[config.mk]
export PLATFORM = sky130hd
export DESIGN_NAME = vga_timing_gen
export DESIGN_NICKNAME = d
export VERILOG_FILES = /design/src/rtl/vga_pkg.sv /design/src/rtl/vga_pattern_gen.sv /design/src/rtl/vga_timing_gen.sv
export SDC_FILE = /design/constraint.sdc
export NUM_CORES = 1
export LEC_CHECK = 0
export CAP_MARGIN = 20
export CORE_MARGIN = 2
export CORE_UTILIZATION = 37
export CTS_BUF_LIST = sky130_fd_sc_hd__clkbuf_8 sky130_fd_sc_hd__clkbuf_16
export DETAILED_ROUTE_END_ITERATION = 10
export PLACE_DENSITY = 0.66
export SLEW_MARGIN = 20
export SYNTH_ARGS = -nofsm -noshare
export SYNTH_HDL_FRONTEND = slang
export SYNTH_SLANG_ARGS = --single-unit
[constraint.sdc]
create_clock -name dclk -period 2.5 [get_ports dclk]
set_clock_uncertainty 0.1 [all_clocks]
set_input_delay 0.625 -clock dclk [delete_from_list [all_inputs] [get_ports dclk]]
set_output_delay 0.625 -clock dclk [all_outputs]
set_load 0.02 [all_outputs]
[src/rtl/vga_pkg.sv]
// rtl/vga_pkg.sv - shared types, default 640x480 timing and colour-bar table
package vga_pkg;

  typedef enum logic [1:0] {
    PAT_PASS  = 2'd0,
    PAT_BARS  = 2'd1,
    PAT_WHITE = 2'd2,
    PAT_BLACK = 2'd3
  } pattern_e;

  localparam int DEF_H_ACTIVE = 640;
  localparam int DEF_H_FP     = 16;
  localparam int DEF_H_SYNC   = 96;
  localparam int DEF_H_BP     = 48;
  localparam int DEF_V_ACTIVE = 480;
  localparam int DEF_V_FP     = 10;
  localparam int DEF_V_SYNC   = 2;
  localparam int DEF_V_BP     = 29;

  // {r,g,b} on/off per bar, index 0 = leftmost (white) .. 7 = black
  localparam logic [7:0][2:0] BAR_TABLE = {
    3'b000, 3'b001, 3'b100, 3'b101, 3'b010, 3'b011, 3'b110, 3'b111
  };

endpackage

[src/rtl/vga_pattern_gen.sv]
// rtl/vga_pattern_gen.sv - combinational colour source select (renderer or test pattern)
module vga_pattern_gen
  import vga_pkg::*;
#(
  parameter int COLOR_W  = 4,
  parameter int CW       = 10,
  parameter int H_ACTIVE = 640
) (
  input  logic [CW-1:0]        i_x,
  input  pattern_e             i_pattern,
  input  logic [3*COLOR_W-1:0] i_rgb,
  output logic [3*COLOR_W-1:0] o_rgb
);

  localparam int BAR_W = H_ACTIVE / 8;

  logic [2:0] w_bar;
  logic [2:0] w_bar_rgb;

  assign w_bar     = 3'(i_x / CW'(BAR_W));
  assign w_bar_rgb = BAR_TABLE[w_bar];

  always_comb begin
    o_rgb = '0;
    case (i_pattern)
      PAT_PASS:  o_rgb = i_rgb;
      PAT_BARS:  o_rgb = {{COLOR_W{w_bar_rgb[2]}}, {COLOR_W{w_bar_rgb[1]}}, {COLOR_W{w_bar_rgb[0]}}};
      PAT_WHITE: o_rgb = '1;
      default:   o_rgb = '0;
    endcase
  end

endmodule

[src/rtl/vga_timing_gen.sv]
// rtl/vga_timing_gen.sv - parametrised VGA raster engine with aligned sync/colour pipeline
module vga_timing_gen
  import vga_pkg::*;
#(
  parameter int   H_ACTIVE = DEF_H_ACTIVE,
  parameter int   H_FP     = DEF_H_FP,
  parameter int   H_SYNC   = DEF_H_SYNC,
  parameter int   H_BP     = DEF_H_BP,
  parameter int   V_ACTIVE = DEF_V_ACTIVE,
  parameter int   V_FP     = DEF_V_FP,
  parameter int   V_SYNC   = DEF_V_SYNC,
  parameter int   V_BP     = DEF_V_BP,
  parameter logic HS_POL   = 1'b0,
  parameter logic VS_POL   = 1'b0,
  parameter int   COLOR_W  = 4,
  localparam int  H_TOTAL  = H_SYNC + H_BP + H_ACTIVE + H_FP,
  localparam int  V_TOTAL  = V_SYNC + V_BP + V_ACTIVE + V_FP,
  localparam int  CW       = $clog2((H_TOTAL > V_TOTAL) ? H_TOTAL : V_TOTAL)
) (
  input  logic                 dclk,
  input  logic                 clr_n,
  input  logic                 ce,
  input  logic [1:0]           pattern_sel,
  input  logic [3*COLOR_W-1:0] rgb_in,
  output logic [CW-1:0]        x,
  output logic [CW-1:0]        y,
  output logic                 de,
  output logic                 line_start,
  output logic                 frame_start,
  output logic                 hsync,
  output logic                 vsync,
  output logic [COLOR_W-1:0]   red,
  output logic [COLOR_W-1:0]   green,
  output logic [COLOR_W-1:0]   blue
);

  localparam int H_ACT_START = H_SYNC + H_BP;
  localparam int H_ACT_END   = H_ACT_START + H_ACTIVE;
  localparam int V_ACT_START = V_SYNC + V_BP;
  localparam int V_ACT_END   = V_ACT_START + V_ACTIVE;

  logic [CW-1:0]        r_hc, r_vc;
  logic [CW-1:0]        r_x, r_y;
  logic                 r_de, r_line_start, r_frame_start, r_hs_act, r_vs_act;
  logic                 r_hsync, r_vsync;
  logic [COLOR_W-1:0]   r_red, r_green, r_blue;
  pattern_e             r_pattern;

  logic                 w_de;
  logic [CW-1:0]        w_x, w_y;
  logic [3*COLOR_W-1:0] w_rgb;

  always_ff @(posedge dclk or negedge clr_n) begin
    if (!clr_n) begin
      r_hc      <= '0;
      r_vc      <= '0;
      r_pattern <= PAT_PASS;
    end else if (ce) begin
      // Pattern only switches at the top of a frame so a frame is never mixed
      if (r_hc == '0 && r_vc == '0)
        r_pattern <= pattern_e'(pattern_sel);
      if (r_hc == CW'(H_TOTAL - 1)) begin
        r_hc <= '0;
        r_vc <= (r_vc == CW'(V_TOTAL - 1)) ? '0 : r_vc + CW'(1);
      end else begin
        r_hc <= r_hc + CW'(1);
      end
    end
  end

  assign w_de = (r_hc >= CW'(H_ACT_START)) && (r_hc < CW'(H_ACT_END)) &&
                (r_vc >= CW'(V_ACT_START)) && (r_vc < CW'(V_ACT_END));
  assign w_x  = r_hc - CW'(H_ACT_START);
  assign w_y  = r_vc - CW'(V_ACT_START);

  always_ff @(posedge dclk or negedge clr_n) begin
    if (!clr_n) begin
      r_de          <= 1'b0;
      r_x           <= '0;
      r_y           <= '0;
      r_line_start  <= 1'b0;
      r_frame_start <= 1'b0;
      r_hs_act      <= 1'b0;
      r_vs_act      <= 1'b0;
    end else if (ce) begin
      r_de          <= w_de;
      r_x           <= w_de ? w_x : '0;
      r_y           <= w_de ? w_y : '0;
      r_line_start  <= w_de && (w_x == '0);
      r_frame_start <= w_de && (w_x == '0) && (w_y == '0);
      r_hs_act      <= r_hc < CW'(H_SYNC);
      r_vs_act      <= r_vc < CW'(V_SYNC);
    end
  end

  vga_pattern_gen #(
    .COLOR_W  (COLOR_W),
    .CW       (CW),
    .H_ACTIVE (H_ACTIVE)
  ) u_pattern (
    .i_x       (r_x),
    .i_pattern (r_pattern),
    .i_rgb     (rgb_in),
    .o_rgb     (w_rgb)
  );

  // Stage 2: syncs and colour leave together so the DAC sees them aligned
  always_ff @(posedge dclk or negedge clr_n) begin
    if (!clr_n) begin
      r_hsync <= ~HS_POL;
      r_vsync <= ~VS_POL;
      r_red   <= '0;
      r_green <= '0;
      r_blue  <= '0;
    end else if (ce) begin
      r_hsync <= r_hs_act ? HS_POL : ~HS_POL;
      r_vsync <= r_vs_act ? VS_POL : ~VS_POL;
      r_red   <= r_de ? w_rgb[3*COLOR_W-1 -: COLOR_W] : '0;
      r_green <= r_de ? w_rgb[2*COLOR_W-1 -: COLOR_W] : '0;
      r_blue  <= r_de ? w_rgb[COLOR_W-1 -: COLOR_W]   : '0;
    end
  end

  assign x           = r_x;
  assign y           = r_y;
  assign de          = r_de;
  assign line_start  = r_line_start;
  assign frame_start = r_frame_start;
  assign hsync       = r_hsync;
  assign vsync       = r_vsync;
  assign red         = r_red;
  assign green       = r_green;
  assign blue        = r_blue;

endmodule

# --- Word-level counts from Yosys, hierarchy flattened ---
# Memories as Yosys holds them, arrays and structs flattened.
# Index checks and enable logic that the tools add are counted.
classes:
  n_div: 1
  n_eq_ne: 4
  reduce_logical: 13
  mux: 11
  addsub: 4
  n_lt_le_gt_ge: 7
ops:
  columns: ["op", "count"]
  rows:
  - ["logical NOT 10 bit", 4]
  - ["2-to-1 mux 10 bit", 4]
  - ["case mux 12 bit (3 select lines)", 1]
  - ["adder 10 x 1 -> 10 bit (second input constant)", 2]
  - ["== test 10 bit (second input constant)", 2]
  - ["2-to-1 mux 4 bit", 3]
  - ["divider 10 x 7 -> 10 bit (second input constant)", 1]
  - [">= comparator 10 x 5 -> 1 bit (second input constant)", 1]
  - [">= comparator 10 x 8 -> 1 bit (second input constant)", 1]
  - ["less-than comparator 10 bit (second input constant)", 1]
  - ["less-than comparator 10 x 2 -> 1 bit (second input constant)", 1]
  - ["less-than comparator 10 x 7 -> 1 bit (second input constant)", 1]
  - ["less-than comparator 10 x 9 -> 1 bit (second input constant)", 1]
  - ["subtractor 10 x 5 -> 10 bit (second input constant)", 1]
  - ["subtractor 10 x 8 -> 10 bit (second input constant)", 1]
  - ["logical AND 1 bit", 6]
  - ["less-than comparator 3 x 4 -> 1 bit (second input constant)", 1]
  - ["AND reduction 2 bit", 2]
  - ["2-to-1 mux 3 bit", 1]
  - ["== test 2 x 1 -> 1 bit (second input constant)", 1]
  - ["== test 2 bit (second input constant)", 1]
  - ["logical NOT 2 bit", 1]
  - ["2-to-1 mux 1 bit", 2]
word_totals:
  input_bits: 17
  wordCells: 56
  memories: 1
  output_inout_bits: 37
  reg_bits: 61
  mem_bits_ro: 24
mem_list:
  columns: ["name", "words", "word_bits", "read_ports", "rd_ports_with_merged_regs", "wr", "line_no", "rtl"]
  rows:
  - ["(name not given)", 8, 3, 1, 0, 0, "vga_pattern_gen.sv:21", "assign w_bar_rgb = BAR_TABLE[w_bar];"]

# --- Logic depth before layout (Yosys ltp) ---
# Gate-level depths: netlist of the first run.
logic_depth:
  word_depth: 6
  depth_mapped: 8

# --- By module ---
# Synthesis of the first run repeated with hierarchy kept, for this count alone.
hier_totals:
  cells_unflattened: 360
  area_unflattened_um2: 3424.5
modules_own_cells:
  columns: ["mod", "cells_each", "seq_area_each_um2", "instances", "area_per_inst_um2"]
  rows:
  - ["vga_timing_gen", 308, 1529.0, 1, 3064.2]
  - ["vga_pattern_gen", 52, 0.0, 1, 360.3]

# --- Worst setup path before layout of the first run ---
# No wires, ideal clock.
synth_timing:
  path_kind: "reg2reg"
  start: "register r_hc[4]"
  end: "register r_frame_start (netlist: frame_start)"
  setup_slack_ns: 0.254
  path_stages_with_launch: 8
  path_buffers: 0
  t_required_ns: 2.305
  setup_ns: 0.095
  period_less_slack_ns: 2.246
  arrival_time_ns: 2.050
  cell_sequence: "dfrtp_1 > inv_1 > ha_1 > or3b_1 > a211o_1 > a211o_1 > nand4b_4 > o32ai_2"
synth_between:
  elab_chain_cells: 6
  word_cells_on_any_way: 9
  cone_classes: "1 x add/sub; 2 x order compare; 6 x reduce/logical"
synth_rtl:
  columns: ["element", "line_no", "rtl"]
  rows:
  - ["start: declaration", "vga_timing_gen.sv:42", "logic [CW-1:0] r_hc, r_vc;"]
  - ["start signal: assignment", "vga_timing_gen.sv:66", "r_hc <= r_hc + CW'(1);"]
  - ["branches (longest 4 deep; another with subtractor 10 x 8 -> 10 bit)", null, null]
  - ["logical AND 1 bit * (2 in a row)", "vga_timing_gen.sv:90", "r_frame_start <= w_de && (w_x == '0) && (w_y == '0);"]
  - ["end signal: assignment", "vga_timing_gen.sv:90", null]
  - ["end: declaration", "vga_timing_gen.sv:44", "logic r_de, r_line_start, r_frame_start, r_hs_act, r_vs_act;"]
# Every way passes the cells marked *.
# A chain may end at the register's enable or synchronous reset.

# --- Worst setup path after layout of the first run ---
layout_timing:
  start: "register r_x[8] (netlist: x[8])"
  end: "output x[8]"
layout_rtl:
  columns: ["element", "line_no", "rtl"]
  rows:
  - ["start: declaration", "vga_timing_gen.sv:43", "logic [CW-1:0] r_x, r_y;"]
  - ["start signal: assignment", "vga_timing_gen.sv:87", "r_x <= w_de ? w_x : '0;"]
  - ["end: declaration", "vga_timing_gen.sv:25", "output logic [CW-1:0] x,"]
# No word-level cell between the ends.

==> reports/metrics.csv, run 1 <==
metric,value,unit
netlist_area,3289,µm²
cpPeakStageDelay,0.67,ns
cts_hold_buf,0,
crit_path_max_fanout,12,
cp_num_cells,1,
critical_path.cell_chain,clkdlybuf4s50_1,
worstPathRequired,1.77,ns
gp_congestion,0.8523,
worst_pin_slew,0.4717,ns
initial_core_util,37.90,%
design_area,4212,µm²
dieHeight,98.29,µm
drt_drc_violations_left,0,
antennaDiodeCount,0,
post-dp-hpwl,5.518,mm
rows,34,
crit_slowest_cell,clkdlybuf4s50_1,
p_leak,1.906,nW
cap_violations,0,
ir_drop,289.2,µV
clock_sinks,61,
io_pins,54,
synth_top_cell_area_share,44.88,%
synthTopCellsByArea,"dfrtp_1, o2bb2ai_1, nor2_1",
post_cts_buffers,0,
ys_seq_area_share,46.48,%
synth_edf_count,0,
yosys_warnings,0,
setup_viol,0,
hp-class,in2async,
synth.largest_area_cell,dfrtp_1,
portBuffers,53,
hold_ws,0.1942,ns
rsz0062_at_grt,no,
finalCriticalPeriod,2.293,ns
setup-tns-final,0,ns
ys_ff_latch,61,
clockRootBuffer,clkbuf_8,
post-route-period-util,91.73,%
critical-path-top-delay-family,buffers and inverters,
grt_pass1_wl,13.31,mm
finalWirelength,7.928,mm
grt_max_degree,62,
drv_slew,0,
synth.most_common_cell,dfrtp_1,
ctsResizeCount,0,
vias,2771,
max_freq,0.4361,GHz
drive_gt1_share,10.98,%
endpoint_kind,output pin,
dr.pass1.iters,4,
final_core_util,48.53,%
place_ws,0.01878,ns
avgViaCountPerCell,5.349,
r2r_setup_slack,0.21,ns
clk_pin_slew,0.08,ns
clk_path_buf_depth,2,
path_class,reg2out,
synthesis.nets,373,
cts_tree,done,
grt_pass1_vias,2684,
grt_usage,17.12,%
syn_area_per_cell,9.507,µm²
powerDensity,582.5,nW/µm²
placed_area,4011,µm²
status,"finished, final reports clean",
drt_first_iter_violations,208,
syn2layout_area_growth,28.03,%
overflow,0,
antenna_found_initial,0,
worst_slack,0.2068,ns
rr_endpoint,frame_start$_DFFE_PN0P_,
start_kind,register,
yosys_most_used_dff,dfrtp_1,
reg2reg_depth,7,
crit_buf_inv,1,
cts_buffers,9,
ys_async_sr_fraction,100.0,%
syn_inst,346,
htreeDepth,3,
n_fill_cell,865,
arrival,1.57,ns
relSlewSlack,68.32,%
clkLatencyLatePin,0.34,ns
ant_nets,0,
drt-wirelength-per-cell,15.31,µm
hold_violations,0,
dieArea,9661,µm²
r2r_start,r_hc[5]$_DFFE_PN0P_,
coreArea,8678,µm²
synth_commonest_cells,"dfrtp_1, nor2_1, nand2_1, o21ai_0, o2bb2ai_1",
die_w,98.29,µm
nets,432,
synth_cell_types,50,
-- power breakdown --
part | total [mW] | internal (mW) | leakage, nW | switching (mW)
combinational | 0.454 | 0.202 | 0.987 | 0.252
sequential | 1.12 | 1.05 | 0.825 | 0.0692
clock | 0.878 | 0.483 | 0.0943 | 0.395
total | 2.45 | 1.74 | 1.91 | 0.716
-- worst register-to-register path, cell delays in order (launching register included) --
cell      delay, ns
dfrtp_1        0.38
inv_1          0.13
ha_1           0.22
or3b_1         0.35
a211o_1        0.29
a211o_1        0.28
nand4b_4       0.17
o32ai_2        0.26
-- state kept, by name, indices dropped and copies added, names as in the netlist --
name         cells
blue             4
de               1
frame_start      1
green            4
hsync            1
line_start       1
r_hc            10
r_hs_act         1
r_pattern        2
r_vc            10
r_vs_act         1
red              4
vsync            1
x               10
y               10
-- metal layers --
layer  vias up  share of wire (%)  GRT usage [%]
li1       1352                  -              -
met1      1330                 50          24.15
met2        79                 43          25.59
met3        10                4.9          3.865
met4         0                1.5          6.849
met5         -                  0              0
-- worst max path at each step --
stage,endpoint,start
after floorplan,frame_start$_DFFE_PN0P_,r_hc[4]$_DFFE_PN0P_
after global placement,blue[1]$_DFFE_PN0P_,ce
after detailed placement,frame_start$_DFFE_PN0P_,ce
after CTS,x[8],x[8]$_DFFE_PN0P_
after global routing,frame_start$_DFFE_PN0P_,r_hc[5]$_DFFE_PN0P_
final,x[8],x[8]$_DFFE_PN0P_
-- area by class of cell --
cell class              count  area, µm²  area share, %
clock inverters             6      62.56          1.485
flip-flops and latches     61       1529          36.30
repair buffers             73      688.2          16.34
inverters                  15      56.30          1.337
multi-input cells         245       1603          38.06
well taps                 108      135.1          3.209
clock buffers              10      137.6          3.268
-- cells by family (layout without fill, tap and decap cells) --
| group | after synthesis | count (layout) | share of synthesized area [%] |
|---|---|---|---|
| simple gates | 120 | 120 | 19.17 |
| compound gates | 91 | 91 | 19.17 |
| flops | 61 | 61 | 46.48 |
| buf+inv | 40 | 104 | 4.793 |
| xor+xnor | 21 | 21 | 5.591 |
| fa+ha+maj | 10 | 10 | 3.804 |
| mux | 3 | 3 | 0.9889 |
-- per-stage QoR --
stage          std cells  power (mW)
6_report             518       2.453
5_1_grt              518       2.584
4_1_cts              518       2.475
3_5_place_dp         502       1.585
3_3_place_gp         502       1.579
2_1_floorplan        346       1.417
-- layout by cell type, fill, tap and decap left out, drive strengths merged, types with 2 or more instances in the layout --
master / instances
dfrtp: 59
clkdlybuf4s50: 52
nor2: 35
nand2: 30
o21ai: 23
buf: 21
o2bb2ai: 19
a21oi: 15
inv: 15
xnor2: 11
xor2: 10
ha: 10
clkbuf: 10
nand4: 9
nand2b: 7
nand3: 6
nor3: 6
o31ai: 6
nor2b: 5
a21o: 5
a211oi: 5
or3: 4
and4: 4
a31oi: 4
a211o: 3
clkinvlp: 3
nand4b: 3
and2: 2
and3: 2
mux2: 2
nand3b: 2
o22ai: 2
clkinv: 2
dfstp: 2
nor4: 2
o32ai: 2
Power figures use the tool's default switching activity.
==> run 2: changes to the inputs <==
--- a/config.mk
+++ b/config.mk
@@ -10,6 +10,7 @@
 export CORE_UTILIZATION = 37
 export CTS_BUF_LIST = sky130_fd_sc_hd__clkbuf_8 sky130_fd_sc_hd__clkbuf_16
 export DETAILED_ROUTE_END_ITERATION = 10
+export HOLD_SLACK_MARGIN = 0.12
 export PLACE_DENSITY = 0.66
 export SLEW_MARGIN = 20
 export SYNTH_ARGS = -nofsm -noshare
==> results of run 2 <==
Final layout, timing and power as in run 1 (identical DEF).
